### src/rtl/sdram_frame_arbiter.sv
// sdram_frame_arbiter
// Shares the one sdram_top request port between the write path (FIFO -> SDRAM)
// and the read path (SDRAM -> VGA FIFO), one 512-word row burst per grant.
// Frames alternate between two buffers. Readout follows the last completed
// buffer and restarts on every vertical sync pulse.
module sdram_frame_arbiter #(
    parameter int ROWS_PER_FRAME = 128,
    parameter int WR_THRESH      = 512,
    parameter int RD_THRESH      = 512
) (
    input  logic        clk_133M,
    input  logic        rst_133,
    input  logic        vsync_133,
    input  logic [10:0] wr_fifo_used,
    input  logic [10:0] rd_fifo_used,
    output logic        wr_sdram_req,
    input  logic        wr_sdram_ack,
    output logic [23:0] wr_sdram_add,
    output logic        rd_sdram_req,
    input  logic        rd_sdram_ack,
    output logic [23:0] rd_sdram_add,
    output logic        frame_valid,
    output logic [7:0]  frame_count,
    output logic        wr_stall
);

    localparam logic [10:0] WR_TH    = 11'(WR_THRESH);
    localparam logic [10:0] RD_TH    = 11'(RD_THRESH);
    // rd_row is one bit wider than wr_row so it can saturate at ROWS_PER_FRAME
    localparam logic [13:0] ROWS     = 14'(ROWS_PER_FRAME);
    localparam logic [12:0] LAST_ROW = 13'(ROWS_PER_FRAME - 1);

    typedef enum logic [1:0] {IDLE, WR_BUSY, RD_BUSY} state_t;

    state_t      state;
    logic        wr_buf;
    logic        rd_buf;
    logic        done_buf;
    logic        last_wr;     // 1 = last grant went to write, 0 = read
    logic [12:0] wr_row;
    logic [13:0] rd_row;

    logic        rd_active;
    logic        collide;
    logic        wr_want;
    logic        wr_pend;
    logic        rd_pend;

    // Reader is mid-frame: a valid frame exists, outside sync, rows remain
    assign rd_active = frame_valid & vsync_133 & (rd_row < ROWS);
    // Writer must not overwrite the buffer currently being displayed
    assign collide   = (wr_buf == rd_buf) & rd_active;
    assign wr_want   = (wr_fifo_used >= WR_TH);
    assign wr_pend   = wr_want & ~collide;
    assign rd_pend   = rd_active & (rd_fifo_used <= RD_TH);
    assign wr_stall  = wr_want & collide;

    // Addresses follow the row/buffer registers, which only move on ack
    // (or, for the reader, during sync while not bursting)
    assign wr_sdram_add = {1'b0, wr_buf, wr_row, 9'd0};
    assign rd_sdram_add = {1'b0, rd_buf, rd_row[12:0], 9'd0};

    // Grant FSM with registered requests, row/buffer bookkeeping and vsync restart
    always_ff @(posedge clk_133M or negedge rst_133) begin
        if (!rst_133) begin
            state        <= IDLE;
            wr_sdram_req <= 1'b0;
            rd_sdram_req <= 1'b0;
            wr_buf       <= 1'b0;
            rd_buf       <= 1'b0;
            done_buf     <= 1'b0;
            last_wr      <= 1'b0;
            wr_row       <= '0;
            rd_row       <= '0;
            frame_valid  <= 1'b0;
            frame_count  <= '0;
        end else begin
            // A burst in flight is never aborted; outside it, sync rewinds the
            // reader onto the most recently completed buffer
            if (!vsync_133 && state != RD_BUSY) begin
                rd_row <= '0;
                rd_buf <= done_buf;
            end

            case (state)
                IDLE: begin
                    // On a tie the path that did not go last wins
                    if (wr_pend && (!rd_pend || !last_wr)) begin
                        state        <= WR_BUSY;
                        wr_sdram_req <= 1'b1;
                    end else if (rd_pend) begin
                        state        <= RD_BUSY;
                        rd_sdram_req <= 1'b1;
                    end
                end

                WR_BUSY: begin
                    if (wr_sdram_ack) begin
                        wr_sdram_req <= 1'b0;
                        last_wr      <= 1'b1;
                        state        <= IDLE;
                        if (wr_row == LAST_ROW) begin
                            wr_row      <= '0;
                            done_buf    <= wr_buf;
                            wr_buf      <= ~wr_buf;
                            frame_valid <= 1'b1;
                            frame_count <= frame_count + 8'd1;
                        end else begin
                            wr_row <= wr_row + 13'd1;
                        end
                    end
                end

                RD_BUSY: begin
                    if (rd_sdram_ack) begin
                        rd_sdram_req <= 1'b0;
                        last_wr      <= 1'b0;
                        state        <= IDLE;
                        if (!vsync_133) begin
                            rd_row <= '0;
                        end else begin
                            rd_row <= rd_row + 14'd1;
                        end
                    end
                end

                default: begin
                    state        <= IDLE;
                    wr_sdram_req <= 1'b0;
                    rd_sdram_req <= 1'b0;
                end
            endcase
        end
    end

endmodule

### config.mk
export PLATFORM = sky130hd
export DESIGN_NAME = sdram_frame_arbiter
export DESIGN_NICKNAME = d
export VERILOG_FILES = /design/src/rtl/sdram_frame_arbiter.sv
export SDC_FILE = /design/constraint.sdc
export NUM_CORES = 1
export LEC_CHECK = 0
export CORE_ASPECT_RATIO = 2
export CORE_MARGIN = 10
export CORE_UTILIZATION = 49
export CTS_CLUSTER_SIZE = 40
export DETAILED_ROUTE_END_ITERATION = 8
export GPL_TIMING_DRIVEN = 0
export PLACE_DENSITY = 0.95
export SYNTH_ARGS = -nofsm -noshare
export SYNTH_HDL_FRONTEND = slang
export SYNTH_SLANG_ARGS = --single-unit
### constraint.sdc
create_clock -name clk_133M -period 6.2 [get_ports clk_133M]
set_clock_uncertainty 0.1 [all_clocks]
set_input_delay 1.24 -clock clk_133M [delete_from_list [all_inputs] [get_ports clk_133M]]
set_output_delay 1.24 -clock clk_133M [all_outputs]
set_load 0.03 [all_outputs]
==> flow_metrics.py, run 1 <==
metrics = {
    "run_status": {
        "status": "finished, final reports clean",
    },
    "final_layout": {
        "drive_gt1_share_pct": 16.6,
        "regArea_um2": 1100,
        "layout.nets": 378,
        "antenna_cells": 0,
        "multi_input_area_um2": 1160,
        "syn_to_final_growth_pct": 33.2,
        "layout.cells.non_filler": 406,
        "fill_cells": 386,
        "design_area_um2": 3360,
    },
    "global_routing": {
        "grt_start_max_net_pins": 27,
        "overflow": 0,
        "grt_first_pass_wirelength_um": 10300,
        "antenna_found_initial": 0,
        "grt_pass1_vias": 2260,
        "grt_usage_pct": 14.2,
    },
    "cts": {
        "cts_root_buf": "clkbuf_8",
        "ctsHtreeMaxLevel": 2,
        "cts_sinks": 44,
        "cts_tree": "done",
        "clkTransAtPathRegs_ps": 80,
        "cts-resized-gates": 0,
        "cts_hold_buf": 0,
        "clkLatencyLatePin_ps": 300,
        "cts_setup_buffers": 0,
        "numCtsBuffers": 5,
        "clockBufferDepth": 2,
    },
    "hold_path": {
        "whs_endpoint": "frame_count[7]",
        "hp-class": "flip-flop to flip-flop",
        "hold_path_startpoint": "frame_count[7]",
        "min_path_cells": 1,
    },
    "critical_path": {
        "r2r_setup_slack_ps": 4040,
        "start_kind": "primary input",
        "r2r-end": "frame_count[1]",
        "cp.buffers_inverters": 2,
        "critPathMaxStageDelay_ps": 690,
        "path_delay_family": "buffers and inverters",
        "worst-path-max-fanout": 7,
        "critPathSlowestCell": "clkdlybuf4s50_1",
        "crit_path_end_kind": "primary output",
        "worstRegToRegCells": 5,
        "cp_common_cell": "clkdlybuf4s50_1",
        "worstPathCellList": "clkdlybuf4s50_1 -> nor3b_1 -> nand4_1 -> nor2_1 -> clkdlybuf4s50_1",
        "criticalPathCategory": "primary input to primary output",
        "r2r-start": "wr_row[7]",
        "arrival_ps": 3190,
        "required_ps": 4860,
    },
    "synth": {
        "yosysSeqAreaShare_pct": 43.7,
        "synth_cell_types": 46,
        "synth_area_leaders": "dfrtp_1, buf_4, xnor2_1",
        "avgSynthCellArea_um2": 9.55,
        "synth_area_um2": 2520,
        "synth_flop_cell": "dfrtp_1",
        "yosysWarnings": 0,
        "synth_top_area_cell": "dfrtp_1",
        "yosys_register_bits": 44,
        "synth_cells": 264,
        "synth.top_cell.area_share_pct": 43.7,
        "ys_async_sr_fraction_pct": 100,
        "synth_edf_count": 0,
    },
    "timing": {
        "hold_violations": 0,
        "setup_violations": 0,
        "worstMarginPinSlew_ps": 647,
        "setup_ws_ps": 1670,
        "fmax_ghz": 0.221,
        "fin_tns_setup_ps": 0,
        "min_period_over_period_pct": 73.0,
        "max_slew_margin_pct": 55.6,
        "slew_viol_final": 0,
        "rsz0062_at_grt": "no",
        "period_minus_slack_ps": 4530,
    },
    "die": {
        "start_util_pct": 51.3,
        "die_y_um": 121,
        "die_x_um": 70.7,
        "die-area_um2": 8590,
        "ios": 87,
        "core_area_um2": 4910,
        "row_count": 36,
    },
    "routing": {
        "vias": 2162,
        "drc": 0,
        "drt_iter0_drc": 113,
        "routedWlPerCell_um": 15.4,
        "drtAntennaViolNets": 0,
        "first_pass_iters": 4,
        "wirelength_um": 6260,
        "viasPerCell": 5.33,
    },
    "power_and_ir_drop": {
        "power_w": 0.000720,
        "power_density_nw_per_um2": 215,
        "p_leak_nw": 1.57,
        "vdd_drop_max_mv": 0.215,
    },
    "flow_run": {
        "cap_violations": 0,
    },
    "place": {
        "place_ws_ps": 1730,
        "place_hpwl_um": 4950,
        "place_inst": 398,
        "place_congestion": 0.833,
        "dpl_cell_area_um2": 3250,
        "port_buffers": 57,
    },
}
==> report_power, final <==
part / total (W) / internal, W / leakage [nW] / switching, W
sequential: 0.000326 / 0.000305 / 0.597 / 0.0000210
combinational: 0.000173 / 0.0000699 / 0.922 / 0.000104
clock: 0.000220 / 0.000120 / 0.0552 / 0.000100
==> cell families after synthesis <==
group                      Yosys count  share of synthesized area, %
DFF                                 44                          43.7
adders and majority gates            3                          1.49
other                                1                         0.149
and+or+nand+nor                     98                          22.2
AOI/OAI and AO/OA                   44                          10.7
buffers and inverters               50                          13.0
muxes                                4                          1.84
xor gates and xnor gates            20                          6.95
==> registers in the layout (all words and copies together), names as in the netlist <==
signal        flops
rd_buf            1
rd_sdram_req      1
frame_valid       1
wr_sdram_req      1
rd_row           14
last_wr           1
done_buf          1
wr_buf            1
state             2
wr_row           13
frame_count       8
==> synth_stat cells, types with 4 or more instances <==
master / number
nor2_1: 18
clkbuf_1: 6
o21ai_0: 19
buf_4: 35
nand2_1: 19
xnor2_1: 18
and3_1: 6
nand4_1: 8
nor3_1: 4
a31oi_1: 10
nand3_1: 15
dfrtp_1: 44
a21o_1: 5
inv_1: 7
==> metrics by stage <==
step / util [%] / hold slack, ps
after floorplan: - / 369
after CTS: 68.3 / 402
after global routing: 68.3 / 428
final: 68.3 / 392
after global placement: 65.9 / 359
after detailed placement: 66.2 / 389
==> area by class of cell <==
type,instances,area share (%)
Inverter,7,0.783
Buffer,43,8.99
Tap cell,57,2.13
Clock inverter,2,1.04
Clock buffer,6,2.16
Multi-Input combinational cell,189,34.6
Sequential cell,44,32.8
Timing Repair Buffer,58,17.4
==> worst max path at each step <==
stage          depth (start not counted)  endpoint  slack (ps)  startpoint
6_report                               5  wr_stall        1670   vsync_133
5_1_grt                                5  wr_stall        1570   vsync_133
4_1_cts                                5  wr_stall        1690   vsync_133
3_5_place_dp                           5  wr_stall        1730   vsync_133
3_3_place_gp                           5  wr_stall        1730   vsync_133
2_1_floorplan                          3  wr_stall        2840   vsync_133
==> cell usage in the layout, fill, tap and decap left out, types with 3 or more instances in the layout <==
cell	synthesis	layout
inv_1	7	7
nor2_1	18	18
clkbuf_8	0	5
ha_1	3	3
a21o_1	5	5
clkdlybuf4s50_1	0	56
and4_1	3	3
o21ai_0	19	19
nor3_1	4	4
a21oi_1	3	3
dfrtp_1	44	44
nand3_1	15	15
nand2_1	19	19
xnor2_1	18	18
nor3b_1	3	3
nand4_1	8	8
clkbuf_1	6	7
buf_4	35	35
and3_1	6	6
a31oi_1	10	10
conb_1	1	20
==> routing by layer <==
metal	up-vias	part of all wire, %	GRT usage (%)	wire (um)
li1	1041	-	-	-
met1	1037	35	13.8	2180
met2	73	57	27.2	3590
met3	11	6.6	4.26	412
met4	0	1.3	4.38	82
met5	-	0	0	0
No activity file was read; power rests on OpenSTA's default activity.
==> run 2, diff against run 1 <==
--- a/config.mk
+++ b/config.mk
@@ -7,11 +7,11 @@
 export LEC_CHECK = 0
 export CORE_ASPECT_RATIO = 2
 export CORE_MARGIN = 10
-export CORE_UTILIZATION = 49
+export CORE_UTILIZATION = 46
 export CTS_CLUSTER_SIZE = 40
 export DETAILED_ROUTE_END_ITERATION = 8
 export GPL_TIMING_DRIVEN = 0
-export PLACE_DENSITY = 0.95
+export PLACE_DENSITY = 0.9
 export SYNTH_ARGS = -nofsm -noshare
 export SYNTH_HDL_FRONTEND = slang
 export SYNTH_SLANG_ARGS = --single-unit
==> constraint.sdc (replaced) <==
create_clock -name clk_133M -period 4.5 [get_ports clk_133M]
set_clock_uncertainty 0.1 [all_clocks]
set_input_delay 0.9 -clock clk_133M [delete_from_list [all_inputs] [get_ports clk_133M]]
set_output_delay 0.9 -clock clk_133M [all_outputs]
set_load 0.03 [all_outputs]
==> run 2 against run 1 <==
Hold slack worse by 15 ps. Clock-buffer cell count stayed put. Design area is 0.11% higher. Combinational power is 38% higher. Sequential power is 38% higher. Wire length is 2.3% higher. Critical path type unchanged.
==> flow_metrics.py, run 2 (synthesis gave the netlist of run 1 again) <==
metrics = {
    "power_and_ir_drop": {
        "p_leak_nw": 1.57,
        "switchingPower_w": 0.000308,
        "vdd_drop_max_mv": 0.247,
        "power_density_nw_per_um2": 295,
        "pwr-share-clk_pct": 30.3,
        "power.share.switching_pct": 31.1,
        "p_int_w": 0.000682,
        "pwr-share-seq_pct": 45.5,
        "p_comb_share_pct": 24.2,
    },
    "timing": {
        "max_slew_margin_pct": 57.0,
        "hold_violations": 0,
        "fin_tns_setup_ps": 0,
        "holdWs_ps": 377,
        "worstMarginPinSlew_ps": 627,
        "setup_violations": 0,
        "fmax_ghz": 0.260,
        "period_minus_slack_ps": 3850,
        "rsz0062_at_grt": "no",
        "slew_viol_final": 0,
        "min_period_over_period_pct": 85.5,
    },
    "cts": {
        "cts_root_buf": "clkbuf_8",
        "cts-resized-gates": 0,
        "clkTransAtPathRegs_ps": 80,
        "cts_setup_buffers": 0,
        "clkLatencyLatePin_ps": 300,
        "cts_hold_buf": 0,
        "ctsHtreeMaxLevel": 2,
        "numCtsBuffers": 5,
        "clockBufferDepth": 2,
        "cts_tree": "done",
        "cts_sinks": 44,
    },
    "global_routing": {
        "grt_first_pass_wirelength_um": 10700,
        "grt_usage_pct": 14.4,
        "antenna_found_initial": 0,
        "grt_start_max_net_pins": 34,
        "overflow": 0,
        "grt_pass1_vias": 2332,
    },
    "critical_path": {
        "crit_path_end_kind": "primary output",
        "worstPathCellList": "clkdlybuf4s50_1 -> nor3b_1 -> nand4_1 -> nor2_1 -> clkdlybuf4s50_1",
        "path_delay_family": "buffers and inverters",
        "start_kind": "primary input",
        "worst-path-max-fanout": 7,
        "worstRegToRegCells": 5,
        "cp_common_cell": "clkdlybuf4s50_1",
        "r2r-end": "frame_count[1]",
        "r2r-start": "wr_row[1]",
        "critPathSlowestCell": "clkdlybuf4s50_1",
        "criticalPathCategory": "primary input to primary output",
        "r2r_setup_slack_ps": 2300,
        "cp.buffers_inverters": 2,
        "critPathMaxStageDelay_ps": 700,
        "arrival_ps": 2850,
        "required_ps": 3500,
    },
    "hold_path": {
        "hp-class": "primary input to async pin",
    },
    "routing": {
        "drt_iter0_drc": 124,
        "routedWlPerCell_um": 15.6,
        "first_pass_iters": 4,
        "drtAntennaViolNets": 0,
        "wirelength_um": 6400,
        "drc": 0,
        "viasPerCell": 5.36,
        "vias": 2194,
    },
    "die": {
        "die_x_um": 72.3,
        "ios": 87,
        "core_area_um2": 5370,
        "die_y_um": 125,
        "row_count": 38,
        "die-area_um2": 9020,
        "start_util_pct": 46.9,
    },
    "final_layout": {
        "largest_reg_flops": 14,
        "post-route-util_pct": 62.5,
        "top_register": "rd_row",
        "antenna_cells": 0,
        "final_cell_mix": "clkdlybuf4s50_1, dfrtp_1, buf_4, conb_1",
        "syn_to_final_growth_pct": 33.3,
        "top_regs": "rd_row (14), wr_row (13), frame_count (8)",
        "final_common_cell": "clkdlybuf4s50_1",
        "drive_gt1_share_pct": 16.6,
        "layout.nets": 378,
    },
    "place": {
        "place_hpwl_um": 5010,
        "place_congestion": 0.825,
        "port_buffers": 57,
    },
    "flow_run": {
        "cap_violations": 0,
    },
    "run_status": {
        "status": "finished, final reports clean",
    },
}
## run 2: cell counts in the layout (fill, tap and decap cells not counted)
Identical to the previous run, type by type.
## run 2: power by group through the flow
stage                     Clock, W  Sequential (W)  Combinational, W
after global placement           0        0.000455          0.000230
after CTS                 0.000301        0.000450          0.000241
after floorplan                  0        0.000499         0.0000986
final                     0.000300        0.000451          0.000239
after detailed placement         0        0.000457          0.000240
after global routing      0.000322        0.000454          0.000262
## run 2: metal layers
| layer | part of all wire, % | GRT usage, % | wire (um) |
|---|---|---|---|
| met3 | 8.2 | 5.18 | 522 |
| met4 | 3.5 | 8.02 | 221 |
| met5 | 0 | 0 | 0 |
| met1 | 33 | 12.7 | 2110 |
| met2 | 55 | 26.4 | 3540 |
## run 2: cell type report
cell class	instances	area (um^2)
Fill cell	448	2010
Multi-Input combinational cell	189	1160
Sequential cell	44	1100
Timing Repair Buffer	58	586
Buffer	43	302
Tap cell	60	75.1
Clock buffer	6	72.6
Clock inverter	2	35.0
Inverter	7	26.3
## run 2: per-stage QoR
step | power [W] | cells | worst slack (ps) | area, um^2
final | 0.000990 | 409 | 650 | 3360
after global routing | 0.00104 | 409 | 487 | 3360
after CTS | 0.000993 | 409 | 655 | 3360
after detailed placement | 0.000698 | 401 | 687 | 3250
after global placement | 0.000685 | 400 | 695 | 3240
after floorplan | 0.000598 | 283 | 1820 | 2590
## run 2: worst max path at each step
stage	depth (start not counted)	startpoint	to	slack, ps
after floorplan	3	vsync_133	wr_stall	1820
after global placement	5	vsync_133	wr_stall	690
after detailed placement	5	vsync_133	wr_stall	690
after CTS	5	vsync_133	wr_stall	660
after global routing	5	vsync_133	wr_stall	490
final	5	vsync_133	wr_stall	650
## run 2: worst reg2reg max path: cells and delay by family, from the launching register on
| kind | cells | cell delay, ps |
|---|---|---|
| fa+ha+maj | 1 | 240 |
| flops | 1 | 430 |
| mux | 1 | 320 |
| simple gates | 3 | 1000 |
==> run 3, diff against run 2 <==
--- a/config.mk
+++ b/config.mk
@@ -7,11 +7,11 @@
 export LEC_CHECK = 0
 export CORE_ASPECT_RATIO = 2
 export CORE_MARGIN = 10
-export CORE_UTILIZATION = 46
+export CORE_UTILIZATION = 41
 export CTS_CLUSTER_SIZE = 40
 export DETAILED_ROUTE_END_ITERATION = 8
 export GPL_TIMING_DRIVEN = 0
-export PLACE_DENSITY = 0.9
+export PLACE_DENSITY = 0.85
 export SYNTH_ARGS = -nofsm -noshare
 export SYNTH_HDL_FRONTEND = slang
 export SYNTH_SLANG_ARGS = --single-unit
==> constraint.sdc (replaced) <==
create_clock -name clk_133M -period 3.2 [get_ports clk_133M]
set_clock_uncertainty 0.1 [all_clocks]
set_input_delay 0.64 -clock clk_133M [delete_from_list [all_inputs] [get_ports clk_133M]]
set_output_delay 0.64 -clock clk_133M [all_outputs]
set_load 0.03 [all_outputs]
==> run 3 against run 2 <==
Via count down 2.3%. Critical path depth stayed put. Clock-buffer cell count stayed put. Die area rose by 9.5%. Clock power up 90%. Critical path type unchanged. Largest cell class unchanged.
==> flow_metrics.py, run 3 (synthesis gave the netlist of run 1 again) <==
metrics = {
    "run_status": {
        "status": "finished, final reports clean",
    },
    "final_layout": {
        "layout.cells.non_filler": 412,
        "largest_reg_flops": 14,
        "post-route-util_pct": 57.0,
        "top_register": "rd_row",
        "antenna_cells": 0,
        "drive_gt1_share_pct": 16.9,
        "syn_to_final_growth_pct": 35.8,
        "final_cell_mix": "clkdlybuf4s50_1, dfrtp_1, buf_4, conb_1",
        "fill_cells": 522,
        "final_common_cell": "clkdlybuf4s50_1",
        "regArea_um2": 1100,
        "top_regs": "rd_row (14), wr_row (13), frame_count (8)",
        "layout.nets": 378,
        "multi_input_area_um2": 1170,
    },
    "timing": {
        "setup_violations": 0,
        "slew_viol_final": 0,
        "min_period_over_period_pct": 93.5,
        "hold_violations": 0,
        "rsz0062_at_grt": "no",
        "holdWs_ps": 114,
        "worstMarginPinSlew_ps": 650,
        "max_slew_margin_pct": 55.4,
        "period_minus_slack_ps": 2990,
        "fmax_ghz": 0.334,
    },
    "critical_path": {
        "crit_path_end_kind": "primary output",
        "required_ps": 2460,
        "crit_start": "vsync_133",
        "r2r-start": "state[1]",
        "worst-path-max-fanout": 7,
        "start_kind": "primary input",
        "criticalPathCategory": "primary input to primary output",
        "arrival_ps": 2250,
    },
    "die": {
        "row_count": 40,
        "ios": 87,
        "core_area_um2": 6010,
        "die_y_um": 131,
        "die_x_um": 75.4,
        "die-area_um2": 9870,
        "start_util_pct": 42.0,
    },
    "power_and_ir_drop": {
        "power_density_nw_per_um2": 449,
        "vdd_drop_max_mv": 0.285,
        "p_leak_nw": 1.61,
    },
    "cts": {
        "clockBufferDepth": 2,
        "ctsHtreeMaxLevel": 2,
        "clkTransAtPathRegs_ps": 60,
        "cts_sinks": 44,
        "cts_hold_buf": 0,
        "cts-resized-gates": 1,
        "cts_tree": "done",
        "cts_setup_buffers": 0,
        "numCtsBuffers": 5,
        "cts_root_buf": "clkbuf_16",
        "clkLatencyLatePin_ps": 280,
    },
    "routing": {
        "top_layer": "met4",
        "first_pass_iters": 4,
        "vias": 2143,
        "drt_iter0_drc": 106,
        "wl_met2_um": 3510,
        "drtAntennaViolNets": 0,
        "drt-met1-wl_um": 2160,
        "wl_met3_um": 515,
        "wirelength_um": 6270,
        "routedWlPerCell_um": 15.2,
        "viasPerCell": 5.20,
        "drc": 0,
    },
    "place": {
        "place_congestion": 0.834,
        "place_inst": 404,
        "place_hpwl_um": 4840,
        "port_buffers": 57,
    },
    "global_routing": {
        "grt_usage_pct": 12.8,
        "overflow": 0,
        "grt_start_max_net_pins": 37,
        "grt_first_pass_wirelength_um": 10000,
        "grt_pass1_vias": 2199,
        "antenna_found_initial": 0,
    },
    "flow_run": {
        "cap_violations": 0,
    },
    "hold_path": {
        "hp-class": "primary input to async pin",
    },
}
-- run 3: changes by cell type in the layout (fill, tap and decap cells not counted), sizes merged --
cell,previous run,this run
clkdlybuf4s50,56,55
dlygate4sd2,0,1
-- run 3: stage by stage --
step | total power, W | setup TNS (ps) | instance area, um^2 | worst slack (ps)
after global routing | 0.00160 | 0 | 3420 | 132
after global placement | 0.000965 | -84.8 | 3240 | -84.8
after floorplan | 0.000841 | 0 | 2590 | 1040
after CTS | 0.00155 | 0 | 3420 | 100
final | 0.00154 | 0 | 3420 | 209
after detailed placement | 0.000977 | -166 | 3260 | -166
-- run 3: worst paths after layout --
| check | end | slack [ps] | cells after the start |
|---|---|---|---|
| worst max-delay path | wr_stall | 210 | 5 |
| worst min-delay path | wr_row[3] | 110 | 1 |
| worst max register to register | frame_count[1] | 990 | 5 |
| worst min register to register | frame_count[7] | 370 | 1 |
| max in group asynchronous | rd_row[2] | 2410 | 2 |
| min in group clk_133M | frame_count[7] | 370 | 1 |
-- run 3: routing by layer --
| layer | vias to the layer above | track usage [%] |
|---|---|---|
| met5 | - | 0 |
| met1 | 1009 | 12.2 |
| met2 | 86 | 24.0 |
| met4 | 0 | 4.95 |
| met3 | 7 | 4.23 |
| li1 | 1041 | - |
-- run 3: cell type report --
class,instances,area share (%)
timing repair buffer,58,17.1
inverter,7,0.768
buffer,43,8.81
multi-input combinational,189,34.1
clock buffer,6,3.76
clock inverter,2,1.02
sequential,44,32.2
tap,63,2.30
-- run 3: power breakdown --
part           internal [W]  switching (W)
registers          0.000593      0.0000420
logic              0.000136       0.000196
clock network      0.000367       0.000204
-- run 3: critical path, stage by stage --
cell             delay, ps
clkdlybuf4s50_1        590
nor3b_2                260
nand4_1                200
nor2_1                 130
dlygate4sd2_1          420
